`src/rtl/sequential_div_if.sv`:
```
// sequential_div_if
// Handshake and operand/result bundle for the sequential divider.
//   start       : request a division (sampled by the divider only while idle)
//   dividend    : unsigned dividend, WIDTH bits
//   divisor     : unsigned divisor, WIDTH bits
//   quotient    : registered quotient, WIDTH bits
//   remainder   : registered remainder, WIDTH bits
//   done        : one-cycle completion pulse, results valid in the same cycle
//   busy        : a division is in progress
//   div_by_zero : last completed division had a zero divisor
// The master modport issues requests; the slave modport is the divider side.
interface sequential_div_if #(
  parameter int WIDTH = 4
);
  logic             start;
  logic [WIDTH-1:0] dividend;
  logic [WIDTH-1:0] divisor;
  logic [WIDTH-1:0] quotient;
  logic [WIDTH-1:0] remainder;
  logic             done;
  logic             busy;
  logic             div_by_zero;

  modport master (
    output start, dividend, divisor,
    input  quotient, remainder, done, busy, div_by_zero
  );

  modport slave (
    input  start, dividend, divisor,
    output quotient, remainder, done, busy, div_by_zero
  );
endinterface

```
`src/rtl/sequential_div.sv`:
```
// sequential_div
// Multi-cycle unsigned restoring divider producing one quotient bit per clock.
// Ports:
//   clk  : system clock, all state changes on the rising edge
//   rst  : synchronous active-high reset, aborts any division in progress
//   bus  : sequential_div_if.slave carrying start/dividend/divisor in and
//          quotient/remainder/done/busy/div_by_zero out
// A normal division takes WIDTH+1 edges from acceptance to done; a zero
// divisor skips the shift loop and completes one edge after acceptance with
// quotient all ones and remainder equal to the dividend.
module sequential_div #(
  parameter int WIDTH = 4
) (
  input logic            clk,
  input logic            rst,
  sequential_div_if.slave bus
);

  localparam int CNT_W = (WIDTH > 2) ? $clog2(WIDTH) : 1;

  typedef enum logic [1:0] {
    IDLE   = 2'd0,
    DIVIDE = 2'd1,
    FINISH = 2'd2
  } state_t;

  state_t state;
  state_t state_next;

  // Working registers: dvd_q shifts the dividend out at the top while the
  // quotient bits shift in at the bottom, so it ends up holding the quotient.
  logic [WIDTH-1:0] dvd_q;
  logic [WIDTH-1:0] dvs_q;
  logic [WIDTH-1:0] rem_q;
  logic [CNT_W-1:0] cnt_q;
  logic             zero_q;

  logic [WIDTH-1:0] quot_q;
  logic [WIDTH-1:0] remo_q;
  logic             done_q;
  logic             dbz_q;

  logic             load_ops;
  logic             do_step;
  logic             do_finish;
  logic             busy_c;
  logic             last_step;

  logic [WIDTH:0]   trial;
  logic             fits;
  logic [WIDTH-1:0] rem_step;
  logic [WIDTH-1:0] dvd_step;

  assign last_step = (cnt_q == CNT_W'(WIDTH - 1));

  // State register
  always_ff @(posedge clk) begin
    if (rst) begin
      state <= IDLE;
    end else begin
      state <= state_next;
    end
  end

  // Next-state logic
  always_comb begin
    state_next = state;
    case (state)
      IDLE: begin
        if (bus.start) begin
          state_next = (bus.divisor == '0) ? FINISH : DIVIDE;
        end
      end
      DIVIDE: begin
        if (last_step) begin
          state_next = FINISH;
        end
      end
      FINISH: begin
        state_next = IDLE;
      end
      default: begin
        state_next = IDLE;
      end
    endcase
  end

  // Output / control decode
  always_comb begin
    load_ops  = 1'b0;
    do_step   = 1'b0;
    do_finish = 1'b0;
    busy_c    = 1'b0;
    case (state)
      IDLE: begin
        load_ops = bus.start;
      end
      DIVIDE: begin
        do_step = 1'b1;
        busy_c  = 1'b1;
      end
      FINISH: begin
        do_finish = 1'b1;
        busy_c    = 1'b1;
      end
      default: begin
        busy_c = 1'b0;
      end
    endcase
  end

  // One restoring step. The compare is WIDTH+1 bits wide; when it succeeds
  // the difference is below the divisor, so its low WIDTH bits are exact and
  // the subtraction can be done at WIDTH bits.
  always_comb begin
    trial    = {rem_q, dvd_q[WIDTH-1]};
    fits     = (trial >= {1'b0, dvs_q});
    rem_step = fits ? (trial[WIDTH-1:0] - dvs_q) : trial[WIDTH-1:0];
    dvd_step = {dvd_q[WIDTH-2:0], fits};
  end

  // Datapath and registered results
  always_ff @(posedge clk) begin
    if (rst) begin
      dvd_q  <= '0;
      dvs_q  <= '0;
      rem_q  <= '0;
      cnt_q  <= '0;
      zero_q <= 1'b0;
      quot_q <= '0;
      remo_q <= '0;
      done_q <= 1'b0;
      dbz_q  <= 1'b0;
    end else begin
      done_q <= 1'b0;
      if (load_ops) begin
        dvd_q  <= bus.dividend;
        dvs_q  <= bus.divisor;
        rem_q  <= '0;
        cnt_q  <= '0;
        zero_q <= (bus.divisor == '0);
      end
      if (do_step) begin
        dvd_q <= dvd_step;
        rem_q <= rem_step;
        cnt_q <= cnt_q + 1'b1;
      end
      if (do_finish) begin
        done_q <= 1'b1;
        if (zero_q) begin
          quot_q <= '1;
          remo_q <= dvd_q;
          dbz_q  <= 1'b1;
        end else begin
          quot_q <= dvd_q;
          remo_q <= rem_q;
          dbz_q  <= 1'b0;
        end
      end
    end
  end

  assign bus.quotient    = quot_q;
  assign bus.remainder   = remo_q;
  assign bus.done        = done_q;
  assign bus.div_by_zero = dbz_q;
  assign bus.busy        = busy_c;

endmodule

```
`src/flat_wrapper.sv`:
```
// flat-port wrapper written by rule: the top's interface ports become plain ports
module sequential_div_flat 
#(
  parameter int WIDTH = 4
)
  (clk, rst, bus_start, bus_dividend, bus_divisor, bus_quotient, bus_remainder, bus_done, bus_busy, bus_div_by_zero);
  sequential_div_if #(.WIDTH(WIDTH)) bus_i ();
  input logic clk;
  input logic rst;
  input wire logic [$bits(bus_i.start)-1:0] bus_start;
  input wire logic [$bits(bus_i.dividend)-1:0] bus_dividend;
  input wire logic [$bits(bus_i.divisor)-1:0] bus_divisor;
  output wire logic [$bits(bus_i.quotient)-1:0] bus_quotient;
  output wire logic [$bits(bus_i.remainder)-1:0] bus_remainder;
  output wire logic [$bits(bus_i.done)-1:0] bus_done;
  output wire logic [$bits(bus_i.busy)-1:0] bus_busy;
  output wire logic [$bits(bus_i.div_by_zero)-1:0] bus_div_by_zero;
  assign bus_i.start = bus_start;
  assign bus_i.dividend = bus_dividend;
  assign bus_i.divisor = bus_divisor;
  assign bus_quotient = bus_i.quotient;
  assign bus_remainder = bus_i.remainder;
  assign bus_done = bus_i.done;
  assign bus_busy = bus_i.busy;
  assign bus_div_by_zero = bus_i.div_by_zero;
  sequential_div #(.WIDTH(WIDTH)) u_core (.clk(clk), .rst(rst), .bus(bus_i));
endmodule
```
`config.mk`:
```
export PLATFORM = sky130hd
export DESIGN_NAME = sequential_div_flat
export DESIGN_NICKNAME = d
export VERILOG_FILES = /design/src/rtl/sequential_div_if.sv /design/src/rtl/sequential_div.sv /design/src/flat_wrapper.sv
export SDC_FILE = /design/constraint.sdc
export NUM_CORES = 1
export LEC_CHECK = 0
export ABC_AREA = 1
export CAP_MARGIN = 20
export CORE_ASPECT_RATIO = 0.9
export CORE_UTILIZATION = 42
export DETAILED_ROUTE_END_ITERATION = 7
export PLACE_DENSITY_LB_ADDON = 0.2
export SLEW_MARGIN = 20
export SYNTH_ARGS = -nofsm -noshare
export SYNTH_HDL_FRONTEND = slang
export SYNTH_SLANG_ARGS = --single-unit
```
`constraint.sdc`:
```
create_clock -name clk -period 2.1 [get_ports clk]
set_clock_uncertainty 0.15 [all_clocks]
set_input_delay 0.42 -clock clk [delete_from_list [all_inputs] [get_ports clk]]
set_output_delay 0.42 -clock clk [all_outputs]
set_load 0.02 [all_outputs]
```
* Word level (Yosys, flattened, before mapping)
Cells that the tools add are included.
Word-level totals: register bits 27, input port bits 11
Cells by class: muxes and demuxes 19, reductions and logical operators 5, magnitude comparators 1, equal/unequal tests 5, add/sub/neg operators 2
Operator list (number):
- 4-bit two-way mux | 7
- 2-bit two-way mux | 5
- 1-bit two-way mux | 6
- 5-bit by 4-bit >= comparator with 1-bit output | 1
- 2-bit equality test (second input constant) | 2
- 4-bit logical NOT | 1
- 2-bit one-hot mux with 2 select lines | 1
- 4-bit subtractor | 1
- 2-bit by 1-bit adder with 2-bit output (second input constant) | 1
- 2-bit by 1-bit equality test with 1-bit output (second input constant) | 1
- 2-bit logical NOT | 1
- 2-bit by 1-bit != test with 1-bit output (second input constant) | 1
- 2-bit != test (second input constant) | 1
- 2-bit AND reduction | 1
- 2-bit nonzero test | 1
- 2-bit OR reduction | 1

* Longest topological paths before layout
depth after elaboration 4, mapped depth 10

* Worst setup path after synthesis
No wires, ideal clock.
path kind reg2reg, start point reg u_core.dvd_q[3], end point reg u_core.rem_q[2], setup slack 0.490 ns, data required time 1.879 ns, stages on the path, launching flop included 8, setup time 0.071 ns, buffers on the path 0, arrival time 1.389 ns, cell sequence dfxtp_1 > inv_1 > ha_1 > fa_1 > xor2_1 > nand2_1 > nand3_1 > a21oi_1
Between the ends: word-level cells in the longest chain between the ends 3, elaborated cells between the ends (all ways) 4, classes of those cells 1 x add/sub; 1 x order compare; 2 x mux
Ends and longest elaborated chain:
- start: declaration | line sequential_div.sv:32 | logic [WIDTH-1:0] dvd_q;
- start signal: assignment | line sequential_div.sv:137 | dvd_q <= bus.dividend;
- start signal: assignment | line sequential_div.sv:144 | dvd_q <= dvd_step;
- 4-bit subtractor / 5-bit by 4-bit >= comparator with 1-bit output (equally long branches) | line sequential_div.sv:118, sequential_div.sv:117
- 4-bit two-way mux (*) | line sequential_div.sv:118 | rem_step = fits ? (trial[WIDTH-1:0] - dvs_q) : trial[WIDTH-1:0];
- 4-bit two-way mux (*) | line sequential_div.sv:143 | if (do_step) begin
- end signal: assignment | line sequential_div.sv:145 | rem_q <= rem_step;
- end: declaration | line sequential_div.sv:34 | logic [WIDTH-1:0] rem_q;
Mark *: on every way between the ends. The rest lies on a longest branch, timed or not. A chain may end at the register's enable or synchronous reset.

* Worst setup path after layout
start point reg u_core.state[0], end point out bus_busy
Between the ends: word-level cells in the longest chain between the ends 3, elaborated cells between the ends (all ways) 4, classes of those cells 2 x eq/ne; 1 x mux; 1 x reduce/logical
Ends and longest elaborated chain:
- start: declaration | line sequential_div.sv:27 | state_t state;
- start signal: assignment | line sequential_div.sv:61 | state <= state_next;
- 2-bit by 1-bit equality test with 1-bit output / 2-bit equality test (equally long branches) | line sequential_div.sv:94 | case (state)
- 2-bit OR reduction (no line) (*)
- 1-bit two-way mux (*) | line sequential_div.sv:94
- end: declaration | line flat_wrapper.sv:16 | output wire logic [$bits(bus_i.busy)-1:0] bus_busy;
Marks and branches as above.

==> out/results.ini <==
[critical_path]
crit_fanout=3
crit_slowest_cell=dfxtp_1
crit_chain=inv_1 > ha_1 > dlygate4sd2_1
path_class=reg2out
arrival_ns=1.39
max_stage_delay_ns=0.39
worst_setup_path_start_kind=register
cp.required_ns=1.53
end_kind=primary output

[routing]
wire_per_inst_um=11.5
drt_wl_total_mm=2.80
viasPerCell=4.82
firstDrtPassIters=4
ant_nets=0
drc_errors=0
via_count=1167
drt_iter0_markers=35

[logic_synthesis]
ys_top_cells_by_area=dfxtp_1, nand2_1, a21oi_1
synthCells=179
synth_top_area_cell=dfxtp_1
synthMuxAreaShare=0
yosysTopAreaCellShare=0.403
synth_area_um2=1340
synth_fa_ha_area_frac=0.0896
ys_ff_latch=27
ys_types=27
synth_compound_area_frac=0.159
synth_top_family_by_area=simple AND/OR/NAND/NOR gates
syn_avg_cell_area_um2=7.49
synth_fp_nets=199
synth_top_flop_cell=dfxtp_1
yosysWarnings=0
ys_seq_area_frac=0.403
synth-simple-area-share=0.251
yosysMostFrequentCell=nand2_1
synthXorXnorAreaFrac=0.00654
synth_edf_count=0
ys_async_sr_fraction=0
synth_common_cells=nand2_1, dfxtp_1, a21oi_1

[timing]
period_share=0.932
slew_headroom=0.768
fmax_mhz=511
tightest_slew_ns=0.348
finalSetupViolations=0
hold_viol_final=0
fin_tns_setup_ns=0
rsz0062_at_grt=no
min_period_ns=1.96
slew_violations=0
holdWs_ns=0.321

[clock_tree]
clk_pin_slew_ns=0.16
clock_latency_ns=0.33
clk_path_buf_depth=2
cts.sinks=27
cts_tree=yes
root_buffer=clkbuf_4
cts_made_buffers=3
htreeDepth=1

[layout]
antenna_cells=0
area_growth_pct=20.3
nNetsFinal=221
drive_above_1_share=0.0800
nFillCells=321

[status]
outcome=complete, no violations

[global_route]
antenna_found_initial=0
grt_pass1_wl_mm=4.74
grt_pass1_vias=1072
track_usage=0.182
grt_overflow=0
grt_max_degree=17

[floorplanning]
start_util=0.440
die_w_um=61.5
core-area_um2=3040
rows=19
dieArea_um2=3420
chipHeight_um=55.6
ios=22

[worst_hold_path]
hold_class=reg2reg

[placement]
gp_congestion=0.857
hpwlAfterDp_mm=2.18
io_buffers=21

[pwr]
power.leakage_uw=0.000691
p_total_uw=1270
ir_drop_mv=0.414
powerDensity_nw_per_um2=790

[flow_run]
maxCapViolations=0

-- cell families after synthesis --
family / Yosys count
AND/OR/NAND/NOR: 73
AO/OA/AOI/OAI: 40
buffers and inverters: 29
flip-flops: 27
adder cells (fa/ha/maj): 9
XOR/XNOR: 1
-- stage by stage --
step	cells	setup slack, ns	util	cell area, um^2
floorplan	179	0.490	-	1340
finish	242	0.142	0.530	1610
detailed placement	238	0.178	0.520	1580
global placement	238	0.248	0.520	1580
global route	242	0.0488	0.530	1610
CTS	242	0.139	0.530	1610
-- sequential cells by signal, summed over array words and instances (netlist names) --
name	cells
u_core.bus.div_by_zero	1
u_core.bus.done	1
u_core.bus.quotient	4
u_core.bus.remainder	4
u_core.cnt_q	2
u_core.dvd_q	4
u_core.dvs_q	4
u_core.rem_q	4
u_core.state	2
u_core.zero_q	1
-- cell usage in the layout (no fill, tap or decap), types with 2 or more instances in the layout --
cell / n
nor2_4: 2
o21ai_1: 4
nand3_1: 11
a21oi_1: 23
o21ai_0: 6
ha_1: 8
nand2_1: 47
a31oi_1: 3
clkdlybuf4s50_1: 20
nor2_1: 8
clkbuf_4: 3
dfxtp_1: 27
inv_1: 19
inv_2: 3
buf_4: 2
-- worst max-delay path: cells and delay by family, from the launching register on --
| kind | cells | cell delay (ns) |
|---|---|---|
| fa+ha+maj | 1 | 0.28 |
| buf+inv | 2 | 0.40 |
| flops | 1 | 0.39 |
-- worst paths after layout --
path	start	end	slack, ns	cells past startpoint
max	u_core.state[0]	bus_busy	0.14	3
min	u_core.bus.div_by_zero	u_core.bus.div_by_zero	0.32	2
max reg2reg	u_core.dvd_q[3]	u_core.rem_q[2]	0.34	7
min reg2reg	u_core.bus.div_by_zero	u_core.bus.div_by_zero	0.32	2
-- power by group --
group          internal (uW)  total (uW)  switching, uW
sequential               559         595           36.0
combinational            177         447            269
clock                   72.9         232            160
total                    809        1270            465
-- cell type report --
| class | count | area, um^2 | share of cell area |
|---|---|---|---|
| Inverter | 23 | 86.3 | 0.0536 |
| Clock inverter | 1 | 7.51 | 0.00466 |
| Clock buffer | 3 | 22.5 | 0.0140 |
| Timing Repair Buffer | 23 | 224 | 0.139 |
| Tap cell | 42 | 52.6 | 0.0326 |
| Sequential cell | 27 | 541 | 0.335 |
| Multi-Input combinational cell | 123 | 678 | 0.421 |
-- per-layer routing --
metal,track usage,wire length (um),up-vias
met5,0,0,-
met4,0.0476,31,0
met3,0.0349,69,4
met2,0.272,1240,17
met1,0.266,1450,526
li1,-,-,620
-- repair_timing --
item,4_1_cts,5_1_grt
setup endpoints to repair,1,0
hold buffers,0,0
setup buffers,0,0
resized for setup,1,0
(Power assumes the default switching activity.)
